==> config.mk <==
export PLATFORM = sky130hd
export DESIGN_NAME = tile_order_reader
export DESIGN_NICKNAME = d
export VERILOG_FILES = /design/src/rtl/tile_pkg.sv /design/src/rtl/tile_histogram.sv /design/src/rtl/tile_order_reader.sv
export SDC_FILE = /design/constraint.sdc
export NUM_CORES = 1
export LEC_CHECK = 0
export CORE_ASPECT_RATIO = 1.75
export CORE_MARGIN = 5
export CORE_UTILIZATION = 55
export DETAILED_ROUTE_END_ITERATION = 8
export PLACE_DENSITY_LB_ADDON = 0.2
export SYNTH_ARGS = -nofsm -noshare
export SYNTH_HDL_FRONTEND = slang
export SYNTH_SLANG_ARGS = --single-unit
==> constraint.sdc <==
create_clock -name clk -period 9.9 [get_ports clk]
set_input_delay 1.98 -clock clk [delete_from_list [all_inputs] [get_ports clk]]
set_output_delay 1.98 -clock clk [all_outputs]
set_load 0.02 [all_outputs]
==> src/rtl/tile_pkg.sv <==
// Shared constants, error codes and FSM states for the tile-order reader.
package tile_pkg;
  localparam int ID_W       = 4;
  localparam int N_EDGE     = 24;
  localparam int N_CENTER   = 12;
  localparam int NUM_PIC    = 12;
  localparam int EXP_EDGE   = 2;
  localparam int EXP_CENTER = 1;

  localparam logic [1:0] ERR_NONE       = 2'd0;
  localparam logic [1:0] ERR_BAD_ID     = 2'd1;
  localparam logic [1:0] ERR_EDGE_CNT   = 2'd2;
  localparam logic [1:0] ERR_CENTER_CNT = 2'd3;

  typedef enum logic [1:0] {
    ST_IDLE       = 2'd0,
    ST_CHK_EDGE   = 2'd1,
    ST_CHK_CENTER = 2'd2,
    ST_VERDICT    = 2'd3
  } state_e;
endpackage

==> src/rtl/tile_histogram.sv <==
// Bank of NUM_PIC saturating 2-bit occurrence counters; all_match is high
// when every picture has been seen exactly EXPECTED times.
module tile_histogram
  import tile_pkg::*;
#(
  parameter int EXPECTED = 1
) (
  input  logic            clk,
  input  logic            rst,
  input  logic            clr,
  input  logic            inc,
  input  logic [ID_W-1:0] id,
  output logic            all_match
);

  logic [NUM_PIC-1:0] match;

  genvar gi;
  generate
    for (gi = 0; gi < NUM_PIC; gi++) begin : g_cnt
      logic [1:0] cnt_q;
      logic [1:0] cnt_d;

      // Clear on request, otherwise count hits on this picture, saturating at 3
      always_comb begin
        cnt_d = cnt_q;
        if (clr) begin
          cnt_d = 2'd0;
        end else if (inc && (id == ID_W'(gi)) && (cnt_q != 2'd3)) begin
          cnt_d = cnt_q + 2'd1;
        end
      end

      // Counter register
      always_ff @(posedge clk) begin
        if (rst) begin
          cnt_q <= 2'd0;
        end else begin
          cnt_q <= cnt_d;
        end
      end

      assign match[gi] = (cnt_q == 2'(EXPECTED));
    end
  endgenerate

  assign all_match = &match;

endmodule

==> src/rtl/tile_order_reader.sv <==
// Captures packed edge/center tile orders, validates them one slot per cycle
// against the expected picture histograms, then serves slot IDs via a
// registered read port.
module tile_order_reader
  import tile_pkg::*;
(
  input  logic                     clk,
  input  logic                     rst,
  input  logic                     load,
  input  logic [N_EDGE*ID_W-1:0]   edge_order_i,
  input  logic [N_CENTER*ID_W-1:0] center_order_i,
  output logic                     busy,
  output logic                     done,
  output logic                     order_ok,
  output logic [1:0]               err_code,
  input  logic                     rd_en,
  input  logic                     rd_sel,
  input  logic [4:0]               rd_addr,
  output logic                     rd_valid,
  output logic [ID_W-1:0]          rd_data
);

  state_e state_q, state_d;

  logic [N_EDGE*ID_W-1:0]   edge_tbl_q, edge_tbl_d;
  logic [N_CENTER*ID_W-1:0] center_tbl_q, center_tbl_d;
  logic [4:0]               idx_q, idx_d;
  logic                     bad_id_q, bad_id_d;
  logic                     busy_q, busy_d;
  logic                     done_q, done_d;
  logic                     order_ok_q, order_ok_d;
  logic [1:0]               err_q, err_d;
  logic                     rd_valid_q, rd_valid_d;
  logic [ID_W-1:0]          rd_data_q, rd_data_d;

  logic [ID_W-1:0] cur_id;
  logic            id_legal;
  logic            hist_clr;
  logic            edge_inc, center_inc;
  logic            edge_match, center_match;

  // The slot under inspection comes from whichever table is being walked
  assign cur_id   = (state_q == ST_CHK_CENTER) ? center_tbl_q[idx_q*ID_W +: ID_W]
                                               : edge_tbl_q[idx_q*ID_W +: ID_W];
  assign id_legal = (cur_id < ID_W'(NUM_PIC));
  assign hist_clr = (state_q == ST_IDLE) && load;
  // Illegal IDs never touch the histograms; they only raise the sticky flag
  assign edge_inc   = (state_q == ST_CHK_EDGE) && id_legal;
  assign center_inc = (state_q == ST_CHK_CENTER) && id_legal;

  tile_histogram #(.EXPECTED(EXP_EDGE)) u_edge_hist (
    .clk       (clk),
    .rst       (rst),
    .clr       (hist_clr),
    .inc       (edge_inc),
    .id        (cur_id),
    .all_match (edge_match)
  );

  tile_histogram #(.EXPECTED(EXP_CENTER)) u_center_hist (
    .clk       (clk),
    .rst       (rst),
    .clr       (hist_clr),
    .inc       (center_inc),
    .id        (cur_id),
    .all_match (center_match)
  );

  // FSM state register
  always_ff @(posedge clk) begin
    if (rst) begin
      state_q <= ST_IDLE;
    end else begin
      state_q <= state_d;
    end
  end

  // FSM next-state: walk all edge slots, then all center slots, then decide
  always_comb begin
    state_d = state_q;
    case (state_q)
      ST_IDLE:       if (load) state_d = ST_CHK_EDGE;
      ST_CHK_EDGE:   if (idx_q == 5'(N_EDGE - 1)) state_d = ST_CHK_CENTER;
      ST_CHK_CENTER: if (idx_q == 5'(N_CENTER - 1)) state_d = ST_VERDICT;
      ST_VERDICT:    state_d = ST_IDLE;
      default:       state_d = ST_IDLE;
    endcase
  end

  // FSM outputs and datapath next values; the read port works in every state
  always_comb begin
    edge_tbl_d   = edge_tbl_q;
    center_tbl_d = center_tbl_q;
    idx_d        = idx_q;
    bad_id_d     = bad_id_q;
    busy_d       = busy_q;
    done_d       = 1'b0;
    order_ok_d   = order_ok_q;
    err_d        = err_q;

    case (state_q)
      ST_IDLE: begin
        if (load) begin
          edge_tbl_d   = edge_order_i;
          center_tbl_d = center_order_i;
          idx_d        = 5'd0;
          bad_id_d     = 1'b0;
          busy_d       = 1'b1;
          order_ok_d   = 1'b0;
          err_d        = ERR_NONE;
        end
      end
      ST_CHK_EDGE: begin
        idx_d    = (idx_q == 5'(N_EDGE - 1)) ? 5'd0 : idx_q + 5'd1;
        bad_id_d = bad_id_q | ~id_legal;
      end
      ST_CHK_CENTER: begin
        idx_d    = (idx_q == 5'(N_CENTER - 1)) ? 5'd0 : idx_q + 5'd1;
        bad_id_d = bad_id_q | ~id_legal;
      end
      ST_VERDICT: begin
        // Lowest applicable code wins
        if (bad_id_q)          err_d = ERR_BAD_ID;
        else if (!edge_match)  err_d = ERR_EDGE_CNT;
        else if (!center_match) err_d = ERR_CENTER_CNT;
        else                   err_d = ERR_NONE;
        order_ok_d = (err_d == ERR_NONE);
        done_d     = 1'b1;
        busy_d     = 1'b0;
      end
      default: ;
    endcase

    // Reads see the pre-edge tables and order_ok, so a same-edge load
    // still returns the old contents
    rd_valid_d = rd_en;
    rd_data_d  = '0;
    if (rd_en && order_ok_q) begin
      if (!rd_sel && (rd_addr < 5'(N_EDGE))) begin
        rd_data_d = edge_tbl_q[rd_addr*ID_W +: ID_W];
      end else if (rd_sel && (rd_addr < 5'(N_CENTER))) begin
        rd_data_d = center_tbl_q[rd_addr*ID_W +: ID_W];
      end
    end
  end

  // Datapath registers
  always_ff @(posedge clk) begin
    if (rst) begin
      edge_tbl_q   <= '0;
      center_tbl_q <= '0;
      idx_q        <= 5'd0;
      bad_id_q     <= 1'b0;
      busy_q       <= 1'b0;
      done_q       <= 1'b0;
      order_ok_q   <= 1'b0;
      err_q        <= ERR_NONE;
      rd_valid_q   <= 1'b0;
      rd_data_q    <= '0;
    end else begin
      edge_tbl_q   <= edge_tbl_d;
      center_tbl_q <= center_tbl_d;
      idx_q        <= idx_d;
      bad_id_q     <= bad_id_d;
      busy_q       <= busy_d;
      done_q       <= done_d;
      order_ok_q   <= order_ok_d;
      err_q        <= err_d;
      rd_valid_q   <= rd_valid_d;
      rd_data_q    <= rd_data_d;
    end
  end

  assign busy     = busy_q;
  assign done     = done_q;
  assign order_ok = order_ok_q;
  assign err_code = err_q;
  assign rd_valid = rd_valid_q;
  assign rd_data  = rd_data_q;

endmodule
==> results.json, run 1 <==
{
  "status": "finished, final reports clean",
  "die_h_um": 200,
  "layout.area.seq_um2": 4200,
  "h-tree-depth": 1,
  "initial_core_util_pct": 55.8,
  "ys_types": 77,
  "cp_max_fo": 25,
  "rsz0062_at_grt": "no",
  "overflow": 0,
  "dpl.hpwl_um": 24400,
  "core-area_um2": 20300,
  "cts_setup_buffers": 0,
  "drt-total-wl_um": 33300,
  "grt_usage_pct": 27.2,
  "antenna_found_initial": 0,
  "die_w_um": 118,
  "syn_avg_cell_area_um2": 8.75,
  "synth_edf_count": 0,
  "required_ns": 10.32,
  "nNetsFinal": 1606,
  "synth_top_area_share_pct": 37.2,
  "hp-class": "flop to flop",
  "synth_cells": 1293,
  "rows": 69,
  "power.internal_mw": 1.84,
  "worstPathArrival_ns": 4.74,
  "fmax_mhz": 231,
  "grt_max_degree": 101,
  "clock_sinks": 210,
  "portBuffers": 163,
  "n_antenna_cell": 0,
  "synth_top_area_cell": "dfxtp_1",
  "drtIter0Drc": 696,
  "ys_async_sr_fraction_pct": 0,
  "area_growth_pct": 21.1,
  "synthTopCellsByArea": "dfxtp_1, nand2_1, mux4_2",
  "grt_pass1_wl_um": 52000,
  "hold_viol_final": 0,
  "setup-tns-final_ns": 0,
  "clkPwrFrac_pct": 30.3,
  "period_share_pct": 43.7,
  "route.vias.total": 10100,
  "slew_viol_final": 0,
  "drive_gt1_share_pct": 8.79,
  "fin_skew_ns": 0.00727,
  "cts-buffers-inserted": 20,
  "synth_ff_type": "dfxtp_1",
  "via_per_inst": 6.07,
  "setup_viol": 0,
  "wl_per_cell_um": 20.1,
  "ant_nets": 0,
  "synth_commonest_cells": "nand2_1, dfxtp_1, a21oi_1",
  "cts_hold_buffers": 0,
  "dieArea_um2": 23600,
  "netlist_area_um2": 11300,
  "period_needed_ns": 4.33,
  "nFillCells": 1689,
  "p_leak_nw": 4.99,
  "synth_nets": 1502,
  "cts-root-buf": "clkbuf_16",
  "p_sw_mw": 0.988,
  "holdWs_ns": 0.466,
  "grt_pass1_vias": 10100,
  "yosysWarnings": 0,
  "cts_resized": 0,
  "synth-seq-area-share_pct": 37.2,
  "cap_violations": 0,
  "tightestPinTransition_ns": 1.06,
  "clk_pin_slew_ns": 0.07,
  "cts_max_path_buffers": 3,
  "ys_seq_elements": 210,
  "synth.most_common_cell": "nand2_1",
  "worst_setup_path_start_kind": "flop",
  "finalWeightedCongestion": 0.939,
  "slew_headroom_pct": 29.1,
  "p_sw_share_pct": 34.9,
  "num_io_pins": 164,
  "seq_power_share_pct": 38.0,
  "combPwrFrac_pct": 31.7,
  "powerDensity_nw_per_um2": 207,
  "cp-end-kind": "flop",
  "clk_latency_ns": 0.50,
  "drcViolationCount": 0,
  "cts_tree": "built",
  "ir_drop_mv": 0.175,
  "power.total_mw": 2.83,
  "first_pass_iters": 7,
  "multi_input_area_um2": 6590,
  "crit_type": "flop to flop"
}
[metrics by stage]
step	instances	utilization (%)	area [µm²]	setup WS [ns]
floorplan	1293	-	11300	5.57
global placement	1623	63.9	13000	5.42
detailed placement	1623	63.9	13000	5.39
CTS	1659	67.5	13700	5.64
global route	1659	67.5	13700	5.31
finish	1659	67.5	13700	5.57
[layout make-up]
cell class | count | area share (%)
clock buffer | 27 | 4.29
clock inverter | 9 | 1.10
inverter | 37 | 1.01
multi-input combinational | 953 | 48.1
sequential | 210 | 30.7
tap | 248 | 2.27
timing repair buffer | 175 | 12.5
[placed cells by master (no fill, tap or decap), drive strengths merged, types with 7 or more instances in the layout]
cell and instances:
nand4 16, nor2b 8, mux4 59, mux2 7, a22oi 12, nor3 24
nor2 55, or3 9, inv 37, a211oi 12, dfxtp 210, or4 8
buf 15, a21oi 185, o31ai 11, mux2i 52, ha 55, o21ai 8
clkdlybuf4s50 160, nand3 12, nand2 325, clkbuf 27
[registers in the layout, summed over array words and instances, names as in the netlist, 2 cells and up]
name,count
idx_q,5
u_edge_hist.g_cnt.cnt_q,24
center_tbl_q,48
rd_data,4
u_center_hist.g_cnt.cnt_q,24
state_q,2
err_code,2
edge_tbl_q,96
[power groups by stage]
stage	combinational, mW	sequential [mW]	clock, mW
after floorplan	0.646	1.05	0
after global placement	0.875	1.08	0
after detailed placement	0.889	1.09	0
after CTS	0.895	1.07	0.869
after global routing	0.978	1.09	0.900
final	0.898	1.07	0.858
[cell families after synthesis]
group	after synthesis	synth area share, %
flops	210	37.2
xor+xnor	2	0.155
mux	118	17.4
compound gates	279	15.0
simple gates	499	19.5
buf+inv	130	4.71
fa+ha+maj	55	6.08
[metal layers]
layer | share of wire [%] | global-route usage, % | vias up
met3 | 4.9 | 3.68 | 104
met5 | 0 | 0 | -
li1 | - | - | 4800
met4 | 5.9 | 14.3 | 0
met1 | 35 | 27.7 | 4842
met2 | 55 | 53.2 | 319
[final timing paths]
path | from | end | slack [ns] | depth (start not counted)
setup / recovery | state_q[0] | u_center_hist.g_cnt[8].cnt_q[0] | 5.57 | 10
hold / removal | edge_tbl_q[68] | edge_tbl_q[68] | 0.47 | 2
setup reg to reg | state_q[0] | u_center_hist.g_cnt[8].cnt_q[0] | 5.57 | 10
hold reg to reg | edge_tbl_q[68] | edge_tbl_q[68] | 0.47 | 2
[critical path, cell delays in order, from the launching register on]
cell       delay, ns
dfxtp_1         0.35
inv_1           0.15
ha_1            0.43
buf_4           0.45
mux2_1          0.37
nand2_1         0.07
o211ai_1        0.13
a2bb2oi_1       0.68
nand4_1         0.74
or4_1           0.70
a21oi_1         0.14
Note: power is estimated with default switching activity, not from simulation.
==> run 2, diff against run 1 <==
==> constraint.sdc (replaced) <==
create_clock -name clk -period 4.25 [get_ports clk]
set_input_delay 0.85 -clock clk [delete_from_list [all_inputs] [get_ports clk]]
set_output_delay 0.85 -clock clk [all_outputs]
set_load 0.02 [all_outputs]
==> run 2 against run 1 <==
- clock power grew 140%
- total power grew 140%
- via count about the same
- worst setup slack worse by 5.2 ns
- register-to-register slack worse by 5.2 ns
- count of clock-buffer cells in the layout is 1 higher
- non-clock buffer count up 12
- first-iteration DRC count up 13%
- die area stayed put
- critical path depth shrank 2
- final area increased by 0.84%
- highest routed layer unchanged
==> results.json, run 2 (synthesized netlist as in run 1, its figures left out) <==
{
  "status": "finished, final reports clean",
  "drive_gt1_share_pct": 9.42,
  "drtIter0Drc": 788,
  "fmax_mhz": 259,
  "largest_register_ffs": 96,
  "h-tree-depth": 1,
  "slew_headroom_pct": 29.1,
  "setup_ws_ns": 0.390,
  "multi_input_area_um2": 6580,
  "power.total_mw": 6.66,
  "rows": 69,
  "cts-buffers-inserted": 20,
  "clk_latency_ns": 0.51,
  "pre_cts_ws_ns": 0.441,
  "cts-root-buf": "clkbuf_16",
  "hp-class": "flop to flop",
  "die_h_um": 200,
  "wl_per_cell_um": 20.7,
  "clock_sinks": 210,
  "cp_max_fo": 21,
  "rsz0062_at_grt": "no",
  "layout.area.seq_um2": 4200,
  "rr_startpoint": "idx_q[0]",
  "dpl.hpwl_um": 26300,
  "powerDensity_nw_per_um2": 482,
  "top_register": "edge_tbl_q",
  "antenna_found_initial": 0,
  "num_io_pins": 164,
  "final_cell_mix": "nand2_1, dfxtp_1, a21oi_1",
  "cts_resized": 0,
  "hold_viol_final": 0,
  "worstHoldStart": "edge_tbl_q[77]",
  "cap_violations": 0,
  "grt_pass1_wl_um": 52800,
  "via_per_inst": 6.03,
  "nFillCells": 1649,
  "route.vias.total": 10100,
  "ir_drop_mv": 0.436,
  "die_w_um": 118,
  "area_growth_pct": 22.1,
  "grt_pass1_vias": 9975,
  "period_needed_ns": 3.86,
  "setup_viol": 0,
  "cts_max_path_buffers": 3,
  "initial_core_util_pct": 55.8,
  "finalWeightedCongestion": 0.996,
  "worstPathArrival_ns": 4.26,
  "setup-tns-final_ns": 0,
  "layout_commonest_cell": "nand2_1",
  "core-area_um2": 20300,
  "cp-end-kind": "flop",
  "first_pass_iters": 5,
  "dieArea_um2": 23600,
  "clk_pin_slew_ns": 0.07,
  "nNetsFinal": 1618,
  "n_antenna_cell": 0,
  "period_share_pct": 90.8,
  "overflow": 0,
  "grt_usage_pct": 28.1,
  "crit_type": "flop to flop",
  "cts_setup_buffers": 0,
  "fin_skew_ns": 0.0139,
  "portBuffers": 163,
  "grt_max_degree": 147,
  "p_leak_nw": 5.06,
  "tightestPinTransition_ns": 1.06,
  "cts_tree": "built",
  "ant_nets": 0,
  "crit_start": "idx_q[0]",
  "required_ns": 4.65,
  "drt-total-wl_um": 34500,
  "worst_setup_path_start_kind": "flop",
  "cts_hold_buffers": 0,
  "slew_viol_final": 0,
  "reg.largest.list": "edge_tbl_q (96), center_tbl_q (48)",
  "drcViolationCount": 0
}
run 2: final timing paths:
path	end	slack, ns	cells after the start
max reg2reg	u_edge_hist.g_cnt[4].cnt_q[0]	0.39	8
max	u_edge_hist.g_cnt[4].cnt_q[0]	0.39	8
min reg2reg	edge_tbl_q[77]	0.47	2
min	edge_tbl_q[77]	0.47	2
run 2: area by class of cell:
cell class	count	area share, %
repair buffers	187	13.2
clock inverters	8	1.06
multi-input cells	953	47.7
flip-flops and latches	210	30.4
inverters	37	1.01
well taps	248	2.25
clock buffers	28	4.36
run 2: routing by layer:
metal | vias to the layer above | track usage [%] | part of all wire (%)
met3 | 97 | 3.26 | 5.0
met1 | 4815 | 28.9 | 34
li1 | 4817 | - | -
met2 | 345 | 55.2 | 56
met4 | 0 | 14.2 | 5.6
met5 | - | 0 | 0
run 2: worst max-delay path, stage by stage, from the launching register on:
cell,delay (ns)
dfxtp_1,0.73
buf_4,0.44
nor2b_1,0.46
a221oi_1,0.23
a2111oi_2,0.59
o2111ai_1,0.38
buf_4,0.29
nor3_1,0.27
mux2_2,0.37
run 2: metrics by stage:
step	std cells	util, %	hold slack, ns	instance area, µm²
after floorplan	1293	-	0.441	11300
after global placement	1635	64.4	0.450	13100
after detailed placement	1635	64.4	0.459	13100
after CTS	1671	68.1	0.468	13800
after global routing	1671	68.1	0.481	13800
final	1671	68.1	0.470	13800
run 2: power breakdown:
group	switching, mW	total, mW	internal, mW
clock	0.791	2.03	1.23
sequential	0.293	2.54	2.25
combinational	1.24	2.09	0.845
total	2.33	6.66	4.33
==> run 3, diff against run 2 <==
--- a/config.mk
+++ b/config.mk
@@ -9,6 +9,7 @@
 export CORE_MARGIN = 5
 export CORE_UTILIZATION = 55
 export DETAILED_ROUTE_END_ITERATION = 8
+export DONT_BUFFER_PORTS = 1
 export PLACE_DENSITY_LB_ADDON = 0.2
 export SYNTH_ARGS = -nofsm -noshare
 export SYNTH_HDL_FRONTEND = slang
==> run 3 against run 2 <==
- critical path depth rose by 3
- sequential power barely moved
- utilization fell by 8.9 points
- largest cell class unchanged
- highest routed layer unchanged
- total power fell by 7.7%
- via count fell by 8.0%
==> results.json, run 3 (synthesized netlist as in run 1, its figures left out) <==
{
  "finalWeightedCongestion": 0.969,
  "path_cells": "inv_1, ha_1, buf_4, mux4_2, or2_1, a2111oi_2, o32ai_1, buf_4, a2111oi_2, nor2_1, a211oi_1",
  "top_register": "edge_tbl_q",
  "layout_commonest_cell": "nand2_1",
  "ant_nets": 0,
  "clk_pin_slew_ns": 0.07,
  "cts_max_path_buffers": 3,
  "r2r_slack_ns": 0.76,
  "final_cell_mix": "nand2_1, dfxtp_1, a21oi_1",
  "h-tree-depth": 1,
  "nNetsFinal": 1449,
  "multi_input_area_um2": 6590,
  "grt_pass1_wl_um": 50400,
  "period_needed_ns": 3.49,
  "n_antenna_cell": 0,
  "fin_skew_ns": 0.0184,
  "rows": 69,
  "crit_family": "compound AO/OA/AOI/OAI gates",
  "num_io_pins": 164,
  "stdcell_area_um2": 12000,
  "antenna_found_initial": 0,
  "cap_violations": 0,
  "setup_viol": 0,
  "slowest_stage": "a2111oi_2",
  "p_leak_nw": 4.34,
  "initial_core_util_pct": 55.8,
  "nFillCells": 1813,
  "die_h_um": 200,
  "route.vias.total": 9266,
  "layout.area.seq_um2": 4200,
  "hold_viol_final": 0,
  "drt-total-wl_um": 33000,
  "cp_max_fo": 26,
  "status": "finished, final reports clean",
  "regToRegEndpoint": "u_center_hist.g_cnt[5].cnt_q[1]",
  "reg2reg_depth": 11,
  "ir_drop_mv": 0.403,
  "placed_area_um2": 11400,
  "required_ns": 4.64,
  "powerDensity_nw_per_um2": 512,
  "worst_setup_path_start_kind": "flop",
  "slew_headroom_pct": 32.8,
  "path_buf_inv": 3,
  "first_pass_iters": 5,
  "portBuffers": 0,
  "grt_max_degree": 165,
  "dieArea_um2": 23600,
  "fmax_mhz": 287,
  "crit_path_end": "u_center_hist.g_cnt[5].cnt_q[1]",
  "drtIter0Drc": 578,
  "rsz0062_at_grt": "no",
  "drcViolationCount": 0,
  "rr_startpoint": "state_q[0]",
  "cts_hold_buffers": 0,
  "cts_resized": 0,
  "dpl.hpwl_um": 25200,
  "cts_tree": "built",
  "cp.depth": 11,
  "clk_latency_ns": 0.50,
  "setup-tns-final_ns": 0,
  "drive_gt1_share_pct": 9.98,
  "tightestPinTransition_ns": 1.00,
  "worstPathArrival_ns": 3.87,
  "slew_viol_final": 0,
  "core-area_um2": 20300,
  "period_share_pct": 82.0,
  "cts-buffers-inserted": 19,
  "hp-class": "input pin to flop",
  "critPathMaxStageDelay_ns": 0.58,
  "cts_setup_buffers": 0,
  "wl_per_cell_um": 22.0,
  "area_growth_pct": 6.07,
  "die_w_um": 118,
  "cts-root-buf": "clkbuf_16",
  "crit_type": "flop to flop",
  "grt_pass1_vias": 9347,
  "cp-end-kind": "flop",
  "largest_register_ffs": 96,
  "clock_sinks": 210,
  "overflow": 0,
  "reg.largest.list": "edge_tbl_q (96), center_tbl_q (48)",
  "grt_usage_pct": 26.8,
  "crit_start": "state_q[0]",
  "via_per_inst": 6.18
}
run 3: how the worst min path moves through the flow:
stage / start / end / slack, ns / cells past startpoint
global route: rst / idx_q[4] / 0.45 / 1
CTS: rst / idx_q[4] / 0.45 / 1
finish: rst / idx_q[4] / 0.46 / 1
floorplan: edge_tbl_q[12] / edge_tbl_q[12] / 0.44 / 2
detailed placement: edge_tbl_q[12] / edge_tbl_q[12] / 0.45 / 2
global placement: edge_tbl_q[80] / edge_tbl_q[80] / 0.45 / 2
run 3: stage by stage:
step | setup WS (ns) | power (mW) | util, % | hold WS, ns | std cells
after floorplan | 1.05 | 3.94 | - | 0.441 | 1293
after global placement | 0.932 | 4.41 | 56.1 | 0.451 | 1467
after detailed placement | 0.819 | 4.46 | 56.1 | 0.453 | 1467
after CTS | 0.782 | 6.17 | 59.1 | 0.450 | 1500
after global routing | 0.505 | 6.46 | 59.1 | 0.449 | 1500
final | 0.764 | 6.15 | 59.1 | 0.456 | 1500
run 3: power by group:
| group | switching (mW) | internal, mW |
|---|---|---|
| combinational | 1.19 | 0.702 |
| clock | 0.757 | 0.969 |
| sequential | 0.280 | 2.25 |
| total | 2.23 | 3.92 |
run 3: area by class of cell:
cell class              instances  share of cell area (%)
clock buffers                  25                    4.57
flip-flops and latches        210                    35.0
repair buffers                 19                    1.19
inverters                      37                    1.16
well taps                     248                    2.59
multi-input cells             953                    54.9
clock inverters                 8                   0.563
run 3: metal layers:
layer	part of all wire (%)	vias to the layer above	GRT usage, %
li1	-	4468	-
met1	35	4439	27.5
met2	55	263	52.0
met3	4.4	96	3.74
met4	6.1	0	14.6
met5	0	-	0
